File: config.mk
export PLATFORM = sky130hd
export DESIGN_NAME = sha256_msg_padder
export DESIGN_NICKNAME = d
export VERILOG_FILES = /design/src/rtl/sha256_msg_padder.sv
export SDC_FILE = /design/constraint.sdc
export NUM_CORES = 1
export LEC_CHECK = 0
export CORE_MARGIN = 5
export CORE_UTILIZATION = 35
export DETAILED_ROUTE_END_ITERATION = 10
export DONT_BUFFER_PORTS = 1
export PLACE_DENSITY = 0.5
export SYNTH_ARGS = -nofsm -noshare
export SYNTH_HDL_FRONTEND = slang
export SYNTH_SLANG_ARGS = --single-unit
File: constraint.sdc
create_clock -name clk -period 3 [get_ports clk]
set_clock_uncertainty 0.05 [all_clocks]
set_input_delay 0.3 -clock clk [delete_from_list [all_inputs] [get_ports clk]]
set_output_delay 0.3 -clock clk [all_outputs]
set_load 0.03 [all_outputs]
File: src/rtl/sha256_msg_padder.sv
// SHA-256 message padder: packs 32-bit big-endian words into 512-bit blocks,
// appends the 0x80 pad byte and the 64-bit bit length, and adds an extra block when needed.
module sha256_msg_padder (
  input  logic         clk,
  input  logic         rst_n,
  input  logic         in_valid,
  output logic         in_ready,
  input  logic [31:0]  in_data,
  input  logic         in_last,
  input  logic [1:0]   in_nbytes,
  output logic         blk_valid,
  input  logic         blk_ready,
  output logic [511:0] blk_data,
  output logic         blk_first,
  output logic         blk_last
);

  typedef enum logic [1:0] {
    FILL       = 2'd0,
    EMIT       = 2'd1,
    EMIT_EXTRA = 2'd2
  } state_t;

  state_t            state_r;
  state_t            state_s;
  logic [0:15][31:0] buf_r;
  logic [3:0]        w_r;
  logic [63:0]       len_r;
  logic              extra_r;
  logic              extra_pad_r;
  logic              start_r;
  logic              in_ready_r;
  logic              blk_valid_r;
  logic              blk_first_r;
  logic              blk_last_r;

  logic              in_fire_s;
  logic              blk_fire_s;
  logic              blk_done_s;
  logic [2:0]        nbytes_s;
  logic [4:0]        pad_idx_s;
  logic [63:0]       len_next_s;
  logic [31:0]       last_word_s;

  assign in_ready  = in_ready_r;
  assign blk_valid = blk_valid_r;
  assign blk_data  = buf_r;
  assign blk_first = blk_first_r;
  assign blk_last  = blk_last_r;

  // Handshakes, final-word byte count, pad position and masked final word
  always_comb begin
    in_fire_s  = in_valid && in_ready_r;
    blk_fire_s = blk_valid_r && blk_ready;
    nbytes_s   = (in_nbytes == 2'd0) ? 3'd4 : {1'b0, in_nbytes};
    pad_idx_s  = {1'b0, w_r} + ((nbytes_s == 3'd4) ? 5'd1 : 5'd0);
    len_next_s = len_r + (in_last ? {58'd0, nbytes_s, 3'd0} : 64'd32);
    blk_done_s = in_fire_s && (in_last || (w_r == 4'd15));
    case (in_nbytes)
      2'd1:    last_word_s = {in_data[31:24], 8'h80, 16'h0000};
      2'd2:    last_word_s = {in_data[31:16], 8'h80, 8'h00};
      2'd3:    last_word_s = {in_data[31:8], 8'h80};
      default: last_word_s = in_data;
    endcase
  end

  // Next-state logic
  always_comb begin
    state_s = state_r;
    case (state_r)
      FILL: begin
        if (blk_done_s) state_s = EMIT;
        else            state_s = FILL;
      end
      EMIT: begin
        if (blk_fire_s) state_s = extra_r ? EMIT_EXTRA : FILL;
        else            state_s = EMIT;
      end
      EMIT_EXTRA: begin
        if (blk_fire_s) state_s = FILL;
        else            state_s = EMIT_EXTRA;
      end
      default: state_s = FILL;
    endcase
  end

  // State register with registered handshake outputs derived from the next state
  always_ff @(posedge clk or negedge rst_n) begin
    if (!rst_n) begin
      state_r     <= FILL;
      in_ready_r  <= 1'b0;
      blk_valid_r <= 1'b0;
    end else begin
      state_r     <= state_s;
      in_ready_r  <= (state_s == FILL);
      blk_valid_r <= (state_s != FILL);
    end
  end

  // Block buffer, word index, length counter and block flags
  always_ff @(posedge clk or negedge rst_n) begin
    if (!rst_n) begin
      buf_r       <= 512'd0;
      w_r         <= 4'd0;
      len_r       <= 64'd0;
      extra_r     <= 1'b0;
      extra_pad_r <= 1'b0;
      start_r     <= 1'b1;
      blk_first_r <= 1'b0;
      blk_last_r  <= 1'b0;
    end else begin
      case (state_r)
        FILL: begin
          if (in_fire_s) begin
            len_r <= len_next_s;
            w_r   <= in_last ? 4'd0 : (w_r + 4'd1);
            if (in_last) begin
              // The buffer is zeroed after every block, so only pad and length need writing
              buf_r[w_r] <= last_word_s;
              if ((nbytes_s == 3'd4) && (w_r != 4'd15)) buf_r[w_r + 4'd1] <= 32'h8000_0000;
              if (pad_idx_s <= 5'd13) begin
                buf_r[4'd14] <= len_next_s[63:32];
                buf_r[4'd15] <= len_next_s[31:0];
              end
              extra_r     <= (pad_idx_s >= 5'd14);
              extra_pad_r <= (pad_idx_s == 5'd16);
              blk_last_r  <= (pad_idx_s <= 5'd13);
            end else begin
              buf_r[w_r] <= in_data;
              extra_r    <= 1'b0;
              blk_last_r <= 1'b0;
            end
            if (blk_done_s) begin
              blk_first_r <= start_r;
              start_r     <= 1'b0;
            end
          end
        end
        EMIT: begin
          if (blk_fire_s) begin
            if (extra_r) begin
              buf_r       <= {(extra_pad_r ? 32'h8000_0000 : 32'h0000_0000), 416'd0, len_r};
              blk_first_r <= 1'b0;
              blk_last_r  <= 1'b1;
              extra_r     <= 1'b0;
            end else begin
              buf_r <= 512'd0;
              if (blk_last_r) begin
                start_r <= 1'b1;
                len_r   <= 64'd0;
              end
            end
          end
        end
        EMIT_EXTRA: begin
          if (blk_fire_s) begin
            buf_r   <= 512'd0;
            start_r <= 1'b1;
            len_r   <= 64'd0;
          end
        end
        default: begin
          buf_r <= 512'd0;
          w_r   <= 4'd0;
        end
      endcase
    end
  end

endmodule

# Word level (Yosys, flattened, before mapping)
# Cells that the tools add are included.
# W data, S select, Z words.
word_totals:
  word_cells: 133
  ff_bits: 589
  input_bits: 39
  output_inout_bits: 516
op_classes:
  muxes: 54
  reduce_logical: 22
  n_eq_ne: 16
  n_bitwise: 6
  n_addsub: 3
  n_lt_le_gt_ge: 6
op_table:
  columns: ["cell", "n"]
  rows:
  - ["$mux W512", 6]
  - ["$pmux W512 S3", 1]
  - ["$bwmux W512", 2]
  - ["$and A496 B496 Y496", 1]
  - ["$not A496 Y496", 1]
  - ["$mux W64", 6]
  - ["$demux W32 S4", 2]
  - ["$pmux W64 S3", 1]
  - ["$mux W32", 3]
  - ["$pmux W24 S3", 1]
  - ["$add A64 B6 Y64", 1]
  - ["$mux W1", 19]
  - ["$or A16 B16 Y16", 1]
  - ["$ne A2 B2 Y1 const B", 7]
  - ["$ge A5 B5 Y1 const B", 2]
  - ["$lt A5 B1 Y1 const B", 2]
  - ["$not A4 Y5", 2]
  - ["$reduce_and A3 Y1", 3]
  - ["$mux W4", 2]
  - ["$pmux W4 S2", 1]
  - ["$reduce_and A7 Y1", 1]
  - ["$eq A2 B2 Y1 const B", 3]
  - ["$logic_and A1 B1 Y1", 6]
  - ["$logic_not A2 Y1", 3]
  - ["24 further kinds", 30]

# Longest topological paths before layout
# Gate-level depths: netlist (run 1).
depth:
  word_depth: 13
  mapped_depth: 14
  ltp_nobuf: 11

# Worst setup path before layout (run 1)
# Ideal clock, no wire load.
synth_path:
  kind: "input to register"
  start: "input in_nbytes[1]"
  end: "register buf_r, in the netlist blk_data[40]"
  setup_ns: 0.090
  required_ns: 2.860
  setup_slack_ns: -0.018
  path_stages: 13
  path_buffers: 5
  t_arrival_ns: 2.878
  path_cell_list: "clkbuf_1 nor2_2 clkbuf_1 ha_1 ha_1 o21ai_0 o21a_1 o21ai_1 buf_2 or3_1 buf_2 buf_1 o221ai_1"
synth_via:
  elab_chain_len: 10
  elab_cells_between_ends: 20
  classes_between: "2 x add/sub; 1 x order compare; 4 x eq/ne; 10 x mux; 1 x bitwise; 2 x reduce/logical"
synth_rtl:
  columns: ["element", "line_no", "source"]
  rows:
  - ["from (decl)", "10", "input logic [1:0] in_nbytes,"]
  - ["$logic_not A2 Y1", "55", "nbytes_s = (in_nbytes == 2'd0) ? 3'd4 : {1'b0, in_nbytes};"]
  - ["$mux W3", "55", null]
  - ["$eq A3 B3 Y1", "56, 120", null]
  - ["$mux W1", "56", "pad_idx_s = {1'b0, w_r} + ((nbytes_s == 3'd4) ? 5'd1 : 5'd0);"]
  - ["$add A4 B1 Y5", "56", null]
  - ["$le A5 B4 Y1", "121", "if (pad_idx_s <= 5'd13) begin"]
  - ["$mux W64 *", "121", null]
  - ["$mux W512 *", "117", "if (in_last) begin"]
  - ["$mux W512 *", "114", "if (in_fire_s) begin"]
  - ["$pmux W512 S3 *", "112", "case (state_r)"]
  - ["to (signal, indexed assignment)", "119", "buf_r[w_r] <= last_word_s;"]
  - ["to (signal, indexed assignment)", "122", "buf_r[4'd14] <= len_next_s[63:32];"]
  - ["to (signal, indexed assignment)", "123", "buf_r[4'd15] <= len_next_s[31:0];"]
  - ["to (decl)", "26", "logic [0:15][31:0] buf_r;"]
# Mark *: on every way between the ends. The rest lies on a longest branch, timed or not. The select of a mux whose other input is x is not followed.
# A chain may end at the register's enable or synchronous reset.

# Worst setup path in the final report (run 1)
layout_path:
  start: "register w_r[0]"
  end: "register buf_r, in the netlist blk_data[6]"
layout_via:
  elab_chain_len: 13
  elab_cells_between_ends: 26
  classes_between: "2 x add/sub; 5 x order compare; 1 x eq/ne; 11 x mux; 4 x bitwise; 3 x reduce/logical"
layout_rtl:
  columns: ["element", "line_no", "source"]
  rows:
  - ["from (decl)", "27", "logic [3:0] w_r;"]
  - ["from (signal assigned)", "116", "w_r <= in_last ? 4'd0 : (w_r + 4'd1);"]
  - ["$add A4 B1 Y4", "120", "if ((nbytes_s == 3'd4) && (w_r != 4'd15)) buf_r[w_r + 4'd1] <= 32'h8000_0000;"]
  - ["$not A4 Y5 (not written as such)", "120", null]
  - ["$ge A5 B5 Y1 (not written as such) or $lt A5 B1 Y1 (tied branches)", "120", null]
  - ["$logic_and A1 B1 Y1 (not written as such)", "120", null]
  - ["$mux W32 (not written as such)", "120", null]
  - ["$demux W32 S4", "120", null]
  - ["$not A496 Y496 (no source line)", null, null]
  - ["$and A496 B496 Y496 (no source line)", null, null]
  - ["$mux W512", "120", null]
  - ["$mux W64", "121", null]
  - ["$mux W512 *", "117", null]
  - ["$mux W512 *", "114", null]
  - ["$pmux W512 S3 *", "112", null]
# Marks and branches as above.

==> results.yml, run 1 <==
floorplanning:
  dieArea_um2: 85300
  pin_count: 555
  row_count: 103
  initial_core_util: 0.353
  die_w_um: 292
  die_h_um: 292
  coreArea_um2: 79000
global_routing:
  grt_pass1_wl_mm: 178
  grt_use_total: 0.279
  use_met3: 0.103
  met2_usage: 0.443
  grt_overflow: 0
  grt_start_max_net_pins: 587
  grt_pass1_vias: 24382
  grt_use_met1: 0.346
  antenna_found_initial: 6
  grt-busiest-layer: "met2"
critical_path:
  critPathTopFamily: "compound AO/OA/AOI/OAI gates"
  cp_num_buf_inv: 1
  rrSetupSlack_ns: 0.14
  worstSetupPathType: "register to register"
  cp.arrival_ns: 3.29
  reg2reg_from: "w_r[0]"
  slowest_stage: "o21ai_1"
  crit_chain: "ha_1, ha_1, nand2_1, o21a_1, o21ai_1, buf_4, o21ai_0, a32oi_1, o21ai_0"
  path_max_fanout: 8
  end_kind: "register"
  required_ns: 3.43
  cpPeakStageDelay_ns: 0.67
  reg2reg_to: "blk_data[6]"
  r2r.worst_path.cells: 9
  start_kind: "register"
cts:
  clock_latency_ns: 0.64
  cts_htree_levels: 3
  cts_setup_buffers: 0
  cts_tree: "built"
  clk_pin_slew_worst_paths_ns: 0.06
  cts_made_buffers: 71
  cts.sinks: 586
  root_buffer: "clkbuf_16"
  cts_buffer_depth: 3
hold_path:
  min_path_type: "input pin to async pin"
pwr:
  power_density_nw_per_um2: 934
  power.internal_mw: 16.9
  power.switching_mw: 13.6
  swShare: 0.446
  ir_worst_vdd_mv: 0.531
  power_leakage_nw: 14.8
  power_frac_seq: 0.442
  pwr-share-comb: 0.262
  clockPowerShare: 0.296
placed_design:
  dp_cells: 4232
  hpwlAfterDp_mm: 83.5
  portBuffers: 0
  place_area_um2: 29500
  pre_cts_slack_ns: 0.0414
  gp_congestion: 0.951
layout:
  stdcell_area_um2: 32600
  syn_to_final_growth_pct: 17.2
  drive_above_1_share: 0.0964
  final_common_cell: "nor2_1"
  final_util: 0.413
  stdcell_count: 4417
  nets: 3364
  final_cell_mix: "723 x nor2_1, 585 x dfrtp_1, 545 x a21oi_1"
synthesis:
  synth_edf_count: 0
  syn_nets: 3391
  ys_seq_area_frac: 0.526
  synthArstFlopShare: 1.00
  synthFlopType: "dfrtp_1"
  synth-seq-cells: 586
  avgSynthCellArea_um2: 8.35
  yosys_warnings: 0
  synth_cell_type_count: 75
  synth_area_um2: 27900
  synthCells: 3335
sta:
  hold_violations: 160
  worst_slack_ns: 0.138
  fin_tns_setup_ns: 0
  setup_violations: 0
  worstMarginPinSlew_ns: 1.23
  hold_slack_ns: -0.333
  period_minus_slack_ns: 2.86
  slew_headroom: 0.175
  rsz0062_at_grt: "false"
  clock.fmax_ghz: 0.349
  timing.final.crit_share: 0.954
  drv_slew: 0
drt:
  ant_nets: 0
  drt-total-wl_mm: 124
  post-route-drc-count: 0
  vias_per_cell: 5.71
  num_vias: 25216
  drt_iter0_drc: 2649
  wire_per_inst_um: 28.0
  drtPass1Iterations: 5
status:
  outcome: "finished, violations left"
  violations: "negative hold slack"
run:
  maxCapViolCount: 0
[area by class of cell]
cell class / instances / area, µm²
Multi-Input combinational cell: 2431 / 12100
Sequential cell: 586 / 14700
Clock inverter: 30 / 414
Clock buffer: 96 / 2020
Fill cell: 7823 / 46400
Timing Repair Buffer: 196 / 1990
Antenna cell: 6 / 15.0
Tap cell: 1050 / 1310
Inverter: 22 / 82.6
[synth_stat cells, types with 11 or more instances]
| master | number | area [µm²] |
|---|---|---|
| nor2_1 | 724 | 2720 |
| dfrtp_1 | 585 | 14600 |
| a21oi_1 | 560 | 2800 |
| nand2_1 | 464 | 1740 |
| clkbuf_1 | 246 | 923 |
| o21ai_0 | 132 | 661 |
| nand3_1 | 75 | 375 |
| nor3_1 | 58 | 290 |
| buf_2 | 32 | 160 |
| a211oi_1 | 30 | 225 |
| and3_1 | 30 | 188 |
| nand4_1 | 29 | 181 |
| mux2i_1 | 26 | 260 |
| inv_1 | 22 | 82.6 |
| a22oi_1 | 18 | 135 |
| ha_1 | 16 | 200 |
| o211ai_1 | 16 | 120 |
| xor2_1 | 16 | 140 |
| o22ai_1 | 14 | 87.6 |
| nand2b_1 | 13 | 81.3 |
| xnor2_1 | 13 | 114 |
| a22o_1 | 11 | 96.3 |
| buf_1 | 11 | 41.3 |
| or3_1 | 11 | 68.8 |
[how the worst max path moves through the flow]
stage               depth (start not counted)          from  slack (ns)           end
finish                                      9        w_r[0]        0.14   blk_data[6]
global route                               10      len_r[3]        0.01  blk_data[39]
CTS                                        11    state_r[0]        0.14  blk_data[15]
detailed placement                         10        w_r[0]        0.04   blk_data[1]
global placement                           10        w_r[0]        0.10   blk_data[1]
floorplan                                  13  in_nbytes[1]        0.08  blk_data[40]
[state kept, by name, indices dropped and copies added (netlist names)]
name,flops
state_r,2
w_r,4
blk_last,1
blk_first,1
start_r,1
extra_pad_r,1
blk_data,512
in_ready,1
extra_r,1
blk_valid,1
len_r,61
[cells by family after synthesis]
kind of cell | count (synthesis) | share of synthesized area
simple gates | 1453 | 0.217
fa+ha+maj | 17 | 0.00790
buf+inv | 318 | 0.0455
mux | 27 | 0.00975
xor+xnor | 29 | 0.00912
compound gates | 905 | 0.184
flops | 586 | 0.526
[layer usage]
| metal | share of wire | vias up |
|---|---|---|
| li1 | - | 11261 |
| met1 | 0.38 | 12430 |
| met5 | 0.00014 | - |
| met2 | 0.46 | 1256 |
| met4 | 0.045 | 2 |
| met3 | 0.12 | 267 |
[stage by stage]
step,total power [mW],hold slack (ns)
after floorplan,17.5,-0.0456
after global placement,21.0,-0.0155
after detailed placement,21.2,-0.0127
after CTS,30.4,-0.691
after global routing,31.9,-0.181
final,30.5,-0.333
[power groups by stage]
stage	combinational (mW)	clock, mW	sequential, mW
3_3_place_gp	7.41	0	13.6
4_1_cts	7.75	9.18	13.5
3_5_place_dp	7.57	0	13.6
2_1_floorplan	4.71	0	12.8
5_1_grt	8.72	9.48	13.7
6_report	8.00	9.01	13.5
[worst reg2reg max path: cells and delay by family, from the launching register on]
| family | cells | cell delay (ns) |
|---|---|---|
| AND/OR/NAND/NOR | 1 | 0.09 |
| adder cells (fa/ha/maj) | 2 | 0.55 |
| buffers and inverters | 1 | 0.28 |
| flip-flops | 1 | 0.41 |
| AO/OA/AOI/OAI | 5 | 1.35 |
[what timing repair did]
action	CTS	global route
resized for setup	1	1
hold buffers	46	4
hold endpoints to repair	760	222
endpoints found under the setup margin	1	1
(Power assumes the default switching activity.)
==> run 2: changes to the inputs <==
Settings changed: CTS_CLUSTER_DIAMETER from default to 120.
==> results of run 2 <==
Same layout as run 1: the final DEF is identical, and so are final timing and power.
